**src/rtl/alu_share_arb_if.sv**
```systemverilog
// rtl/alu_share_arb_if.sv - requester, response and ALU-side signal bundle for alu_share_arb
//
// Purpose: groups the two requester request channels, the two response
// channels and the ALU operand/result signals into one interface.
//   slave  : used by alu_share_arb (takes requests and ALU results, drives
//            grants, responses and ALU operands)
//   master : used by the surrounding logic (requesters plus the ALU itself)
// Parameters: DATA_W operand/result width, CTRL_W ALU control code width.

interface alu_share_arb_if #(
  parameter int DATA_W = 32,
  parameter int CTRL_W = 4
);

  logic              req0_valid_i;
  logic              req0_ready_o;
  logic [DATA_W-1:0] req0_src1_i;
  logic [DATA_W-1:0] req0_src2_i;
  logic [CTRL_W-1:0] req0_ctrl_i;

  logic              req1_valid_i;
  logic              req1_ready_o;
  logic [DATA_W-1:0] req1_src1_i;
  logic [DATA_W-1:0] req1_src2_i;
  logic [CTRL_W-1:0] req1_ctrl_i;

  logic              resp0_valid_o;
  logic              resp0_ready_i;
  logic              resp1_valid_o;
  logic              resp1_ready_i;
  logic [DATA_W-1:0] resp_data_o;
  logic              resp_zero_o;
  logic              resp_err_o;

  logic [DATA_W-1:0] alu_src1_o;
  logic [DATA_W-1:0] alu_src2_o;
  logic [CTRL_W-1:0] alu_ctrl_o;
  logic [DATA_W-1:0] alu_result_i;
  logic              alu_zero_i;

  modport slave (
    input  req0_valid_i, req0_src1_i, req0_src2_i, req0_ctrl_i,
    input  req1_valid_i, req1_src1_i, req1_src2_i, req1_ctrl_i,
    output req0_ready_o, req1_ready_o,
    output resp0_valid_o, resp1_valid_o,
    input  resp0_ready_i, resp1_ready_i,
    output resp_data_o, resp_zero_o, resp_err_o,
    output alu_src1_o, alu_src2_o, alu_ctrl_o,
    input  alu_result_i, alu_zero_i
  );

  modport master (
    output req0_valid_i, req0_src1_i, req0_src2_i, req0_ctrl_i,
    output req1_valid_i, req1_src1_i, req1_src2_i, req1_ctrl_i,
    input  req0_ready_o, req1_ready_o,
    input  resp0_valid_o, resp1_valid_o,
    output resp0_ready_i, resp1_ready_i,
    input  resp_data_o, resp_zero_o, resp_err_o,
    input  alu_src1_o, alu_src2_o, alu_ctrl_o,
    output alu_result_i, alu_zero_i
  );

endinterface

```
**src/rtl/alu_share_arb.sv**
```systemverilog
// rtl/alu_share_arb.sv - round-robin sharing of one combinational ALU between two requesters
//
// Purpose: arbitrates two requesters onto a single ALU, registers the granted
// operands, captures the ALU result after one full cycle and returns it to the
// granted requester over a valid/ready response handshake.
// Ports:
//   clk_i  - clock, rising edge
//   rst_i  - asynchronous active-low reset
//   bus    - alu_share_arb_if.slave: req0/req1 valid/ready/src1/src2/ctrl,
//            resp0/resp1 valid/ready, shared resp_data/zero/err,
//            alu_src1/src2/ctrl out, alu_result/zero in
// Optional feature macro: ALU_ILLEGAL_OP_CHK_EN
//   defined   - ops with a ctrl code outside the legal set bypass the ALU and
//               answer one cycle early with data=0, zero=0, err=1
//   undefined - every ctrl code goes to the ALU, resp_err_o is constant 0

module alu_share_arb #(
  parameter int DATA_W = 32,
  parameter int CTRL_W = 4
) (
  input  logic            clk_i,
  input  logic            rst_i,
  alu_share_arb_if.slave  bus
);

  typedef enum logic [1:0] {
    ST_IDLE = 2'd0,
    ST_EXEC = 2'd1,
    ST_RESP = 2'd2
  } state_t;

  state_t            state_q, state_d;
  logic              last_grant_q, last_grant_d;
  logic              grant_q, grant_d;
  logic [DATA_W-1:0] src1_q, src1_d;
  logic [DATA_W-1:0] src2_q, src2_d;
  logic [CTRL_W-1:0] ctrl_q, ctrl_d;
  logic [DATA_W-1:0] data_q, data_d;
  logic              zero_q, zero_d;
  logic              err_q, err_d;
  logic [1:0]        resp_valid_q, resp_valid_d;

  logic              win0, win1;
  logic [DATA_W-1:0] sel_src1, sel_src2;
  logic [CTRL_W-1:0] sel_ctrl;
  logic              granted_ready;

`ifdef ALU_ILLEGAL_OP_CHK_EN
  function automatic logic is_illegal(input logic [CTRL_W-1:0] c);
    return !(c == CTRL_W'(4'b0000) || c == CTRL_W'(4'b0001) ||
             c == CTRL_W'(4'b0010) || c == CTRL_W'(4'b0110) ||
             c == CTRL_W'(4'b0111) || c == CTRL_W'(4'b1000) ||
             c == CTRL_W'(4'b1001) || c == CTRL_W'(4'b1011));
  endfunction
`endif

  // On a tie the requester that was not served last wins; at most one of
  // win0/win1 is ever high.
  assign win0 = bus.req0_valid_i && (!bus.req1_valid_i || last_grant_q);
  assign win1 = bus.req1_valid_i && (!bus.req0_valid_i || !last_grant_q);

  assign sel_src1 = win1 ? bus.req1_src1_i : bus.req0_src1_i;
  assign sel_src2 = win1 ? bus.req1_src2_i : bus.req0_src2_i;
  assign sel_ctrl = win1 ? bus.req1_ctrl_i : bus.req0_ctrl_i;

  assign granted_ready = grant_q ? bus.resp1_ready_i : bus.resp0_ready_i;

  always_comb begin
    state_d      = state_q;
    last_grant_d = last_grant_q;
    grant_d      = grant_q;
    src1_d       = src1_q;
    src2_d       = src2_q;
    ctrl_d       = ctrl_q;
    data_d       = data_q;
    zero_d       = zero_q;
    err_d        = err_q;
    resp_valid_d = resp_valid_q;

    case (state_q)
      ST_IDLE: begin
        if (win0 || win1) begin
          grant_d = win1;
          src1_d  = sel_src1;
          src2_d  = sel_src2;
`ifdef ALU_ILLEGAL_OP_CHK_EN
          if (is_illegal(sel_ctrl)) begin
            // ALU is bypassed, so its control register keeps the last legal code.
            data_d       = '0;
            zero_d       = 1'b0;
            err_d        = 1'b1;
            resp_valid_d = win1 ? 2'b10 : 2'b01;
            state_d      = ST_RESP;
          end else begin
            ctrl_d  = sel_ctrl;
            state_d = ST_EXEC;
          end
`else
          ctrl_d  = sel_ctrl;
          state_d = ST_EXEC;
`endif
        end
      end

      ST_EXEC: begin
        data_d       = bus.alu_result_i;
        zero_d       = bus.alu_zero_i;
        err_d        = 1'b0;
        resp_valid_d = grant_q ? 2'b10 : 2'b01;
        state_d      = ST_RESP;
      end

      ST_RESP: begin
        if (granted_ready) begin
          resp_valid_d = 2'b00;
          last_grant_d = grant_q;
          state_d      = ST_IDLE;
        end
      end

      default: begin
        resp_valid_d = 2'b00;
        state_d      = ST_IDLE;
      end
    endcase
  end

  always_ff @(posedge clk_i or negedge rst_i) begin
    if (!rst_i) begin
      state_q      <= ST_IDLE;
      last_grant_q <= 1'b1;
      grant_q      <= 1'b0;
      src1_q       <= '0;
      src2_q       <= '0;
      ctrl_q       <= '0;
      data_q       <= '0;
      zero_q       <= 1'b0;
      err_q        <= 1'b0;
      resp_valid_q <= 2'b00;
    end else begin
      state_q      <= state_d;
      last_grant_q <= last_grant_d;
      grant_q      <= grant_d;
      src1_q       <= src1_d;
      src2_q       <= src2_d;
      ctrl_q       <= ctrl_d;
      data_q       <= data_d;
      zero_q       <= zero_d;
      err_q        <= err_d;
      resp_valid_q <= resp_valid_d;
    end
  end

  assign bus.req0_ready_o  = (state_q == ST_IDLE) && win0;
  assign bus.req1_ready_o  = (state_q == ST_IDLE) && win1;
  assign bus.resp0_valid_o = resp_valid_q[0];
  assign bus.resp1_valid_o = resp_valid_q[1];
  assign bus.resp_data_o   = data_q;
  assign bus.resp_zero_o   = zero_q;
  assign bus.resp_err_o    = err_q;
  assign bus.alu_src1_o    = src1_q;
  assign bus.alu_src2_o    = src2_q;
  assign bus.alu_ctrl_o    = ctrl_q;

endmodule
```
**src/flat_wrapper.sv**
```systemverilog
// flat-port wrapper written by rule: the top's interface ports become plain ports
module alu_share_arb_flat 
#(
  parameter int DATA_W = 32,
  parameter int CTRL_W = 4
)
  (clk_i, rst_i, bus_req0_valid_i, bus_req0_src1_i, bus_req0_src2_i, bus_req0_ctrl_i, bus_req1_valid_i, bus_req1_src1_i, bus_req1_src2_i, bus_req1_ctrl_i, bus_req0_ready_o, bus_req1_ready_o, bus_resp0_valid_o, bus_resp1_valid_o, bus_resp0_ready_i, bus_resp1_ready_i, bus_resp_data_o, bus_resp_zero_o, bus_resp_err_o, bus_alu_src1_o, bus_alu_src2_o, bus_alu_ctrl_o, bus_alu_result_i, bus_alu_zero_i);
  alu_share_arb_if #(.DATA_W(DATA_W), .CTRL_W(CTRL_W)) bus_i ();
  input  logic clk_i;
  input  logic rst_i;
  input wire logic [$bits(bus_i.req0_valid_i)-1:0] bus_req0_valid_i;
  input wire logic [$bits(bus_i.req0_src1_i)-1:0] bus_req0_src1_i;
  input wire logic [$bits(bus_i.req0_src2_i)-1:0] bus_req0_src2_i;
  input wire logic [$bits(bus_i.req0_ctrl_i)-1:0] bus_req0_ctrl_i;
  input wire logic [$bits(bus_i.req1_valid_i)-1:0] bus_req1_valid_i;
  input wire logic [$bits(bus_i.req1_src1_i)-1:0] bus_req1_src1_i;
  input wire logic [$bits(bus_i.req1_src2_i)-1:0] bus_req1_src2_i;
  input wire logic [$bits(bus_i.req1_ctrl_i)-1:0] bus_req1_ctrl_i;
  output wire logic [$bits(bus_i.req0_ready_o)-1:0] bus_req0_ready_o;
  output wire logic [$bits(bus_i.req1_ready_o)-1:0] bus_req1_ready_o;
  output wire logic [$bits(bus_i.resp0_valid_o)-1:0] bus_resp0_valid_o;
  output wire logic [$bits(bus_i.resp1_valid_o)-1:0] bus_resp1_valid_o;
  input wire logic [$bits(bus_i.resp0_ready_i)-1:0] bus_resp0_ready_i;
  input wire logic [$bits(bus_i.resp1_ready_i)-1:0] bus_resp1_ready_i;
  output wire logic [$bits(bus_i.resp_data_o)-1:0] bus_resp_data_o;
  output wire logic [$bits(bus_i.resp_zero_o)-1:0] bus_resp_zero_o;
  output wire logic [$bits(bus_i.resp_err_o)-1:0] bus_resp_err_o;
  output wire logic [$bits(bus_i.alu_src1_o)-1:0] bus_alu_src1_o;
  output wire logic [$bits(bus_i.alu_src2_o)-1:0] bus_alu_src2_o;
  output wire logic [$bits(bus_i.alu_ctrl_o)-1:0] bus_alu_ctrl_o;
  input wire logic [$bits(bus_i.alu_result_i)-1:0] bus_alu_result_i;
  input wire logic [$bits(bus_i.alu_zero_i)-1:0] bus_alu_zero_i;
  assign bus_i.req0_valid_i = bus_req0_valid_i;
  assign bus_i.req0_src1_i = bus_req0_src1_i;
  assign bus_i.req0_src2_i = bus_req0_src2_i;
  assign bus_i.req0_ctrl_i = bus_req0_ctrl_i;
  assign bus_i.req1_valid_i = bus_req1_valid_i;
  assign bus_i.req1_src1_i = bus_req1_src1_i;
  assign bus_i.req1_src2_i = bus_req1_src2_i;
  assign bus_i.req1_ctrl_i = bus_req1_ctrl_i;
  assign bus_req0_ready_o = bus_i.req0_ready_o;
  assign bus_req1_ready_o = bus_i.req1_ready_o;
  assign bus_resp0_valid_o = bus_i.resp0_valid_o;
  assign bus_resp1_valid_o = bus_i.resp1_valid_o;
  assign bus_i.resp0_ready_i = bus_resp0_ready_i;
  assign bus_i.resp1_ready_i = bus_resp1_ready_i;
  assign bus_resp_data_o = bus_i.resp_data_o;
  assign bus_resp_zero_o = bus_i.resp_zero_o;
  assign bus_resp_err_o = bus_i.resp_err_o;
  assign bus_alu_src1_o = bus_i.alu_src1_o;
  assign bus_alu_src2_o = bus_i.alu_src2_o;
  assign bus_alu_ctrl_o = bus_i.alu_ctrl_o;
  assign bus_i.alu_result_i = bus_alu_result_i;
  assign bus_i.alu_zero_i = bus_alu_zero_i;
  alu_share_arb #(.DATA_W(DATA_W), .CTRL_W(CTRL_W)) u_core (.clk_i(clk_i), .rst_i(rst_i), .bus(bus_i));
endmodule
```
**config.mk**
```make
export PLATFORM = sky130hd
export DESIGN_NAME = alu_share_arb_flat
export DESIGN_NICKNAME = d
export VERILOG_FILES = /design/src/rtl/alu_share_arb_if.sv /design/src/rtl/alu_share_arb.sv /design/src/flat_wrapper.sv
export SDC_FILE = /design/constraint.sdc
export NUM_CORES = 1
export LEC_CHECK = 0
export CAP_MARGIN = 40
export CELL_PAD_IN_SITES_DETAIL_PLACEMENT = 1
export CELL_PAD_IN_SITES_GLOBAL_PLACEMENT = 2
export CORE_ASPECT_RATIO = 1.75
export CORE_MARGIN = 3
export CORE_UTILIZATION = 22
export CTS_BUF_LIST = sky130_fd_sc_hd__clkbuf_4
export DETAILED_ROUTE_END_ITERATION = 12
export GPL_TIMING_DRIVEN = 0
export HOLD_SLACK_MARGIN = 0.02
export PLACE_DENSITY = 0.82
export SETUP_SLACK_MARGIN = 0.3
export SYNTH_ARGS = -nofsm -noshare
export SYNTH_HDL_FRONTEND = slang
export SYNTH_SLANG_ARGS = --single-unit
```
**constraint.sdc**
```tcl
create_clock -name clk_i -period 1.7 [get_ports clk_i]
set_clock_uncertainty 0.15 [all_clocks]
set_input_delay 0.17 -clock clk_i [delete_from_list [all_inputs] [get_ports clk_i]]
set_output_delay 0.17 -clock clk_i [all_outputs]
set_load 0.03 [all_outputs]
```
Word-level counts from Yosys, hierarchy flattened
Cells that the tools add are included.
{ "totals": {"memories": 0, "reg_bits": 107, "latchBits": 0, "rom_bits": 0, "output_inout_bits": 106, "ram_bits": 0} }
{ "classes": {"div": 0, "bitwise": 1, "multipliers": 0, "n_shift": 0, "n_lt_le_gt_ge": 0, "add_sub_neg": 0, "n_mux": 9, "eq_ne": 4, "reduce_logical": 15} }
{ "op_table": {"columns": ["cell", "count"], "rows": [
  ["32-bit two-way mux", 2],
  ["2-bit case mux with 3 select lines", 2],
  ["2-bit AND reduction", 4],
  ["2-bit two-way mux", 3],
  ["1-bit logical AND", 4],
  ["4-bit two-way mux", 1],
  ["2-bit by 1-bit != test with 1-bit output, second input constant", 2],
  ["1-bit logical NOT", 3],
  ["1-bit logical OR", 3],
  ["2-bit by 1-bit equality test with 1-bit output, second input constant", 1],
  ["2-bit equality test, second input constant", 1],
  ["2-bit logical NOT", 1],
  ["1-bit two-way mux", 1],
  ["1-bit inverter", 1]
]} }

Depth between registers and ports, before layout
Gate-level depths: netlist (run 1).
{ "depth": {"ltp_word": 6, "ltp_mapped": 7, "ltp_nobuf": 3} }

Worst setup path before layout (run 1)
No wires, ideal clock.
{ "synth_timing": {"path_kind": "register to register", "startpoint": "register u_core.last_grant_q", "endpoint": "register u_core.grant_q", "required_time_ps": 1470, "t_arrival_ps": 1815, "path_stages_with_launch": 7, "setup_slack_ps": -345, "setup_time_ps": 80, "cell_sequence": "dfstp_2 > a21bo_1 > buf_6 > buf_6 > buf_6 > nor3_1 > o21bai_1"} }
{ "synth_between": {"elab_chain_cells": 5} }
{ "synth_rtl": {"columns": ["element", "line_no", "source"], "rows": [
  ["start, declared", "alu_share_arb.sv:33", "logic last_grant_q, last_grant_d;"],
  ["start signal, assigned", "alu_share_arb.sv:142", "last_grant_q <= last_grant_d;"],
  ["1-bit logical NOT", "alu_share_arb.sv:60", "assign win1 = bus.req1_valid_i && (!bus.req0_valid_i || !last_grant_q);"],
  ["1-bit logical OR", "alu_share_arb.sv:60", null],
  ["1-bit logical AND", "alu_share_arb.sv:60", null],
  ["1-bit logical OR", "alu_share_arb.sv:82", "if (win0 || win1) begin"],
  ["2-bit AND reduction (no source line)", null, null],
  ["end signal, assigned", "alu_share_arb.sv:143", "grant_q <= grant_d;"],
  ["end, declared", "alu_share_arb.sv:34", "logic grant_q, grant_d;"]
]} }
Several ways; a longest one is shown, not always the timed one.
A chain may end at the register's enable or synchronous reset.

Final worst setup path (run 1)
{ "layout_timing": {"startpoint": "register u_core.last_grant_q", "endpoint": "register u_core.src1_q[6], in the netlist u_core.bus.alu_src1_o[6]"} }
{ "layout_between": {"elab_chain_cells": 5} }
{ "layout_rtl": {"columns": ["element", "line_no", "source"], "rows": [
  ["1-bit logical NOT", "alu_share_arb.sv:60", null],
  ["1-bit logical OR", "alu_share_arb.sv:60", null],
  ["1-bit logical AND", "alu_share_arb.sv:60", null],
  ["1-bit logical OR", "alu_share_arb.sv:82", null],
  ["2-bit AND reduction (no source line)", null, null],
  ["end signal, assigned", "alu_share_arb.sv:144", "src1_q <= src1_d;"],
  ["end, declared", "alu_share_arb.sv:35", "logic [DATA_W-1:0] src1_q, src1_d;"]
]} }
Several ways; a longest one is shown, not always the timed one.

==> impl_metrics.env, run 1 <==
export IMPL_ys_seq_area_share_pct=54.3
export IMPL_crit_cells=8
export IMPL_start_kind="flop"
export IMPL_gp_congestion=0.773
export IMPL_dr_first_iter_drc_count=97
export IMPL_cts_sinks=107
export IMPL_worst_setup_path_end_kind="flop"
export IMPL_io_pins=281
export IMPL_design_die_area_mm2=0.0243
export IMPL_critical_path_top_delay_family="buffers and inverters"
export IMPL_dp_hpwl_um=13500
export IMPL_clockBufferDepth=2
export IMPL_crit_slowest_cell="dfstp_2"
export IMPL_synth_area_leader_cell="dfrtp_1"
export IMPL_clk_root_buffer_cell="clkbuf_4"
export IMPL_synth_most_common_cell="mux2_2"
export IMPL_ir_drop_mv=0.953
export IMPL_maxCapViolCount=0
export IMPL_yosysUniqueCellTypes=26
export IMPL_synth_edf_count=0
export IMPL_synth_top_area_share_pct=53.8
export IMPL_crit_type="flop to flop"
export IMPL_synth_seq_cells=107
export IMPL_required_ps=1940
export IMPL_cp_slowest_stage_delay_ps=570
export IMPL_avgSynthCellArea_um2=15.4
export IMPL_grt_usage_pct=14.9
export IMPL_dieHeight_um=204
export IMPL_fill_cells=2245
export IMPL_syn_num_nets=495
export IMPL_startpoint="u_core.last_grant_q$_DFFE_PN1P_"
export IMPL_grt_pass1_wl_um=27900
export IMPL_grt_max_degree=56
export IMPL_crit_fanout=5
export IMPL_setup_tns_ps=-21550
export IMPL_via_count=4199
export IMPL_num_rows=71
export IMPL_timing_rr_start="u_core.last_grant_q$_DFFE_PN1P_"
export IMPL_antenna_found_initial=2
export IMPL_grt_ovfl_total=0
export IMPL_rsz0062_at_grt="true"
export IMPL_fin_ws_ps=-370
export IMPL_wl_per_cell_um=20.0
export IMPL_nets=875
export IMPL_p_leak_nw=4.76
export IMPL_layout_drive_gt1_share_pct=58.3
export IMPL_htreeDepth=3
export IMPL_arrival_ps=2310
export IMPL_worstPathCellList="a21bo_1 -> buf_6 -> buf_4 -> buf_4 -> buf_6 -> buf_12 -> mux2_4 -> mux2_4"
export IMPL_max_freq_mhz=483
export IMPL_slew_viol_final=0
export IMPL_pwr_density_cell_mw_per_mm2=1910
export IMPL_path_buf_inv=5
export IMPL_syn_area_mm2=0.00493
export IMPL_grt_pass1_vias=4801
export IMPL_yosysWarnings=0
export IMPL_status="finished with violations"
export IMPL_core_area_mm2=0.0218
export IMPL_die_x_um=119
export IMPL_violations="setup timing"
export IMPL_fin_cells=999
export IMPL_slew_limit_headroom_pct=51.5
export IMPL_min_period_ps=2070
export IMPL_cts_buffers=9
export IMPL_ant_nets=0
export IMPL_hold_viol=0
export IMPL_routed_wl_um=20000
export IMPL_synth_flop_cell="dfrtp_1"
export IMPL_cts_tree="built"
export IMPL_dp_cells=892
export IMPL_final_util_pct=46.4
export IMPL_drcViolationCount=0
export IMPL_ys_top_cells_by_count="mux2_2, dfrtp_1, mux2_4"
export IMPL_min_path_type="input pin to async pin"
export IMPL_clkTransAtPathRegs_ps=170
export IMPL_viasPerCell=4.20
export IMPL_drtPass1Iterations=4
export IMPL_period_share_pct=122
export IMPL_port_buffers=279
export IMPL_finalSetupViolations=85
export IMPL_initial_core_util_pct=22.7
export IMPL_yosys_top_cells_area="dfrtp_1, mux2_2, mux2_4, buf_2, buf_6"
export IMPL_async_reset_ff_share_pct=100
export IMPL_clk_latency_ps=480
export IMPL_synthCells=320
export IMPL_syn_to_final_growth_pct=105
export IMPL_rr_worst_depth=8
export IMPL_worst_slew_pin_slew_ps=728
power breakdown:
part	switching, mW	internal (mW)
Sequential	1.03	3.88
Combinational	5.59	7.48
Clock	0.852	0.489
final timing paths:
| kind | endpoint | slack [ps] |
|---|---|---|
| max | u_core.bus.alu_src1_o[6]$_DFFE_PN0P_ | -370 |
| min | u_core.bus.alu_ctrl_o[1]$_DFFE_PN0P_ | 100 |
| max reg2reg | u_core.bus.alu_src1_o[6]$_DFFE_PN0P_ | -370 |
| min reg2reg | u_core.bus.alu_src1_o[23]$_DFFE_PN0P_ | 400 |
| max in group asynchronous | u_core.last_grant_q$_DFFE_PN1P_ | 520 |
| min in group clk_i | u_core.bus.resp_data_o[5]$_DFFE_PN0N_ | 130 |
layer usage:
layer | vias to the layer above | share of wire [%] | GRT usage, %
met5 | - | 0 | 0
met4 | 0 | 1.8 | 4.64
met3 | 19 | 5.8 | 4.18
met2 | 170 | 58 | 30.2
met1 | 2109 | 34 | 14.0
li1 | 1901 | - | -
cells by family after synthesis:
| kind of cell | Yosys count | synth area share (%) |
|---|---|---|
| flip-flops | 107 | 54.3 |
| AND/OR/NAND/NOR | 8 | 0.939 |
| other | 1 | 0.0760 |
| AO/OA/AOI/OAI | 9 | 1.45 |
| buffers and inverters | 24 | 2.89 |
| multiplexers | 171 | 40.4 |
area by class of cell:
type	count	area [µm²]	area share, %
inverter	2	10.0	0.0990
buffer	22	325	3.22
tap	292	365	3.62
antenna	2	5.00	0.0495
clock inverter	4	42.5	0.421
sequential	107	2680	26.5
timing repair buffer	369	3940	39.0
multi-input combinational	189	2640	26.2
clock buffer	12	90.1	0.891
cell usage in the layout, fill, tap and decap left out, types with 2 or more instances in the layout:
cell type	count
clkinv_1	2
clkdlybuf4s50_1	173
mux2_2	25
buf_6	116
buf_12	16
buf_8	5
mux2_4	144
buf_4	65
buf_16	6
diode_2	2
clkbuf_16	5
clkbuf_4	12
buf_2	3
dfrtp_1	105
worst reg2reg max path: stages (launching register included):
cell and delay [ps]:
dfstp_2 570, a21bo_1 120, buf_6 110, buf_4 110, buf_4 100, buf_6 120, buf_12 130, mux2_4 300
mux2_4 270
stage by stage:
| stage | setup slack, ps | hold slack [ps] | instance area [µm²] | total power [mW] |
|---|---|---|---|---|
| 3_3_place_gp | -4150 | 338 | 8160 | 13.8 |
| 4_1_cts | -432 | 63.9 | 9310 | 18.0 |
| 2_1_floorplan | -113 | -276 | 5000 | 10.1 |
| 6_report | -370 | 103 | 10100 | 19.3 |
| 5_1_grt | -487 | 71.3 | 10100 | 20.2 |
| 3_5_place_dp | -858 | 107 | 8180 | 14.1 |
flip-flops by register name (all words and copies together) (netlist names):
signal,flops
u_core.state_q,2
u_core.bus.resp_data_o,32
u_core.bus.resp_zero_o,1
u_core.resp_valid_q,2
u_core.grant_q,1
u_core.bus.alu_src1_o,32
u_core.bus.alu_ctrl_o,4
u_core.last_grant_q,1
u_core.bus.alu_src2_o,32
what timing repair did:
action,in CTS,in global routing
hold buffers,1,0
pin swaps,4,4
cloned,6,4
buffers inserted,37,41
gates resized for setup,833,100
setup endpoints to repair,207,212
endpoints found under the hold margin,52,0
Power figures use the tool's default switching activity.
==> run 2, diff against run 1 <==
--- a/config.mk
+++ b/config.mk
@@ -10,9 +10,11 @@
 export CELL_PAD_IN_SITES_GLOBAL_PLACEMENT = 2
 export CORE_ASPECT_RATIO = 1.75
 export CORE_MARGIN = 3
-export CORE_UTILIZATION = 22
+export CORE_UTILIZATION = 37
 export CTS_BUF_LIST = sky130_fd_sc_hd__clkbuf_4
 export DETAILED_ROUTE_END_ITERATION = 12
+export DONT_BUFFER_PORTS = 1
+export GPL_ROUTABILITY_DRIVEN = 1
 export GPL_TIMING_DRIVEN = 0
 export HOLD_SLACK_MARGIN = 0.02
 export PLACE_DENSITY = 0.82
==> run 2 against run 1 <==
The flow now stops in clock tree synthesis. Synthesized area stayed put. Synthesized cell count is the same.
==> impl_metrics.env, run 2 <==
export IMPL_status="stopped before the end"
export IMPL_haltStage="clock tree synthesis"
export IMPL_stop_error="[ERROR RSZ-0060] Max buffer count reached."
export IMPL_avgSynthCellArea_um2=15.4
export IMPL_ys_top_cells_by_count="mux2_2, dfrtp_1, mux2_4"
export IMPL_synth_top_area_share_pct=53.8
export IMPL_syn_num_nets=495
export IMPL_htreeDepth=3
export IMPL_dp_hpwl_um=8900
export IMPL_die_x_um=93.3
export IMPL_yosysUniqueCellTypes=26
export IMPL_port_buffers=0
export IMPL_synth_area_leader_cell="dfrtp_1"
export IMPL_async_reset_ff_share_pct=100
export IMPL_ctsResizeCount=86
export IMPL_dp_cells=491
export IMPL_ys_seq_area_share_pct=54.3
export IMPL_num_rows=55
export IMPL_gp_congestion=0.766
export IMPL_yosysWarnings=0
export IMPL_yosys_top_cells_area="dfrtp_1, mux2_2, mux2_4, buf_2, buf_6"
export IMPL_dp_slack_ps=-384
export IMPL_synthCells=320
export IMPL_syn_area_mm2=0.00493
export IMPL_cts_sinks=107
export IMPL_synth_flop_cell="dfrtp_1"
export IMPL_clockBufferDepth=2
export IMPL_initial_core_util_pct=37.9
export IMPL_synth_most_common_cell="mux2_2"
export IMPL_synth_edf_count=0
export IMPL_cts_hold_buffers=106
export IMPL_post_cts_buffers=12
export IMPL_cts_buffers=9
export IMPL_synth_seq_cells=107
export IMPL_clk_root_buffer_cell="clkbuf_4"
export IMPL_dieHeight_um=159
export IMPL_io_pins=281
-- run 2: cell counts after synthesis --
No cell type changed its count.
-- run 2: per-stage QoR --
| stage | utilization [%] | cell area (µm²) |
|---|---|---|
| 2_1_floorplan | - | 5000 |
| 3_3_place_gp | 40.1 | 5220 |
| 3_5_place_dp | 40.1 | 5220 |
-- run 2: cell families after synthesis --
family | share of synthesized area [%]
AOI/OAI and AO/OA | 1.45
buffers and inverters | 2.89
DFF | 54.3
muxes | 40.4
other | 0.0760
and+or+nand+nor | 0.939
==> run 3, diff against run 2 <==
==> config.mk (replaced) <==
export PLATFORM = sky130hd
export DESIGN_NAME = alu_share_arb_flat
export DESIGN_NICKNAME = d
export VERILOG_FILES = /design/src/rtl/alu_share_arb_if.sv /design/src/rtl/alu_share_arb.sv /design/src/flat_wrapper.sv
export SDC_FILE = /design/constraint.sdc
export NUM_CORES = 1
export LEC_CHECK = 0
export CAP_MARGIN = 40
export CORE_MARGIN = 3
export CORE_UTILIZATION = 40
export DETAILED_ROUTE_END_ITERATION = 12
export DONT_BUFFER_PORTS = 1
export GPL_ROUTABILITY_DRIVEN = 1
export GPL_TIMING_DRIVEN = 0
export PLACE_DENSITY_LB_ADDON = 0.15
export SYNTH_ARGS = -nofsm -noshare
export SYNTH_HDL_FRONTEND = slang
export SYNTH_SLANG_ARGS = --single-unit
==> constraint.sdc (replaced) <==
create_clock -name clk_i -period 2.21 [get_ports clk_i]
set_clock_uncertainty 0.15 [all_clocks]
set_input_delay 0.221 -clock clk_i [delete_from_list [all_inputs] [get_ports clk_i]]
set_output_delay 0.221 -clock clk_i [all_outputs]
set_load 0.03 [all_outputs]
==> run 3 against run 2 <==
The run again fails in clock tree synthesis. Synthesized area unchanged. Synthesized cell count unchanged.
==> impl_metrics.env, run 3 <==
export IMPL_status="stopped before the end"
export IMPL_haltStage="clock tree synthesis"
export IMPL_stop_error="[ERROR RSZ-0060] Max buffer count reached."
export IMPL_synth_seq_cells=107
export IMPL_cts_sinks=107
export IMPL_dp_hpwl_um=8100
export IMPL_dieHeight_um=117
export IMPL_port_buffers=0
export IMPL_post_cts_buffers=0
export IMPL_ys_top_cells_by_count="mux2_2, dfrtp_1, mux2_4"
export IMPL_syn_area_mm2=0.00493
export IMPL_avgSynthCellArea_um2=15.4
export IMPL_yosys_top_cells_area="dfrtp_1, mux2_2, mux2_4, buf_2, buf_6"
export IMPL_yosysUniqueCellTypes=26
export IMPL_initial_core_util_pct=42.1
export IMPL_synth_edf_count=0
export IMPL_async_reset_ff_share_pct=100
export IMPL_clk_root_buffer_cell="clkbuf_16"
export IMPL_synth_top_area_share_pct=53.8
export IMPL_synthCells=320
export IMPL_cts_buffers=9
export IMPL_synth_area_leader_cell="dfrtp_1"
export IMPL_io_pins=281
export IMPL_syn_num_nets=495
export IMPL_clockBufferDepth=2
export IMPL_synth_flop_cell="dfrtp_1"
export IMPL_htreeDepth=3
export IMPL_ys_seq_area_share_pct=54.3
export IMPL_gp_congestion=0.733
export IMPL_ctsResizeCount=1
export IMPL_cts_hold_buffers=101
export IMPL_die_x_um=117
export IMPL_yosysWarnings=0
export IMPL_num_rows=39
export IMPL_synth_most_common_cell="mux2_2"
run 3: cell counts after synthesis:
Identical to the previous run, type by type.
run 3: kinds of logic after synthesis:
family | after synthesis | synth area share (%)
multiplexers | 171 | 40.4
flip-flops | 107 | 54.3
buffers and inverters | 24 | 2.89
AO/OA/AOI/OAI | 9 | 1.45
AND/OR/NAND/NOR | 8 | 0.939
other | 1 | 0.0760
run 3: through the flow:
stage / instances / hold WS, ps / instance area (µm²) / setup WS (ps) / util, %
after floorplan: 320 / -225 / 4930 / 165 / -
after global placement: 463 / -222 / 5110 / 2.12 / 43.7
after detailed placement: 464 / -222 / 5120 / 168 / 43.7
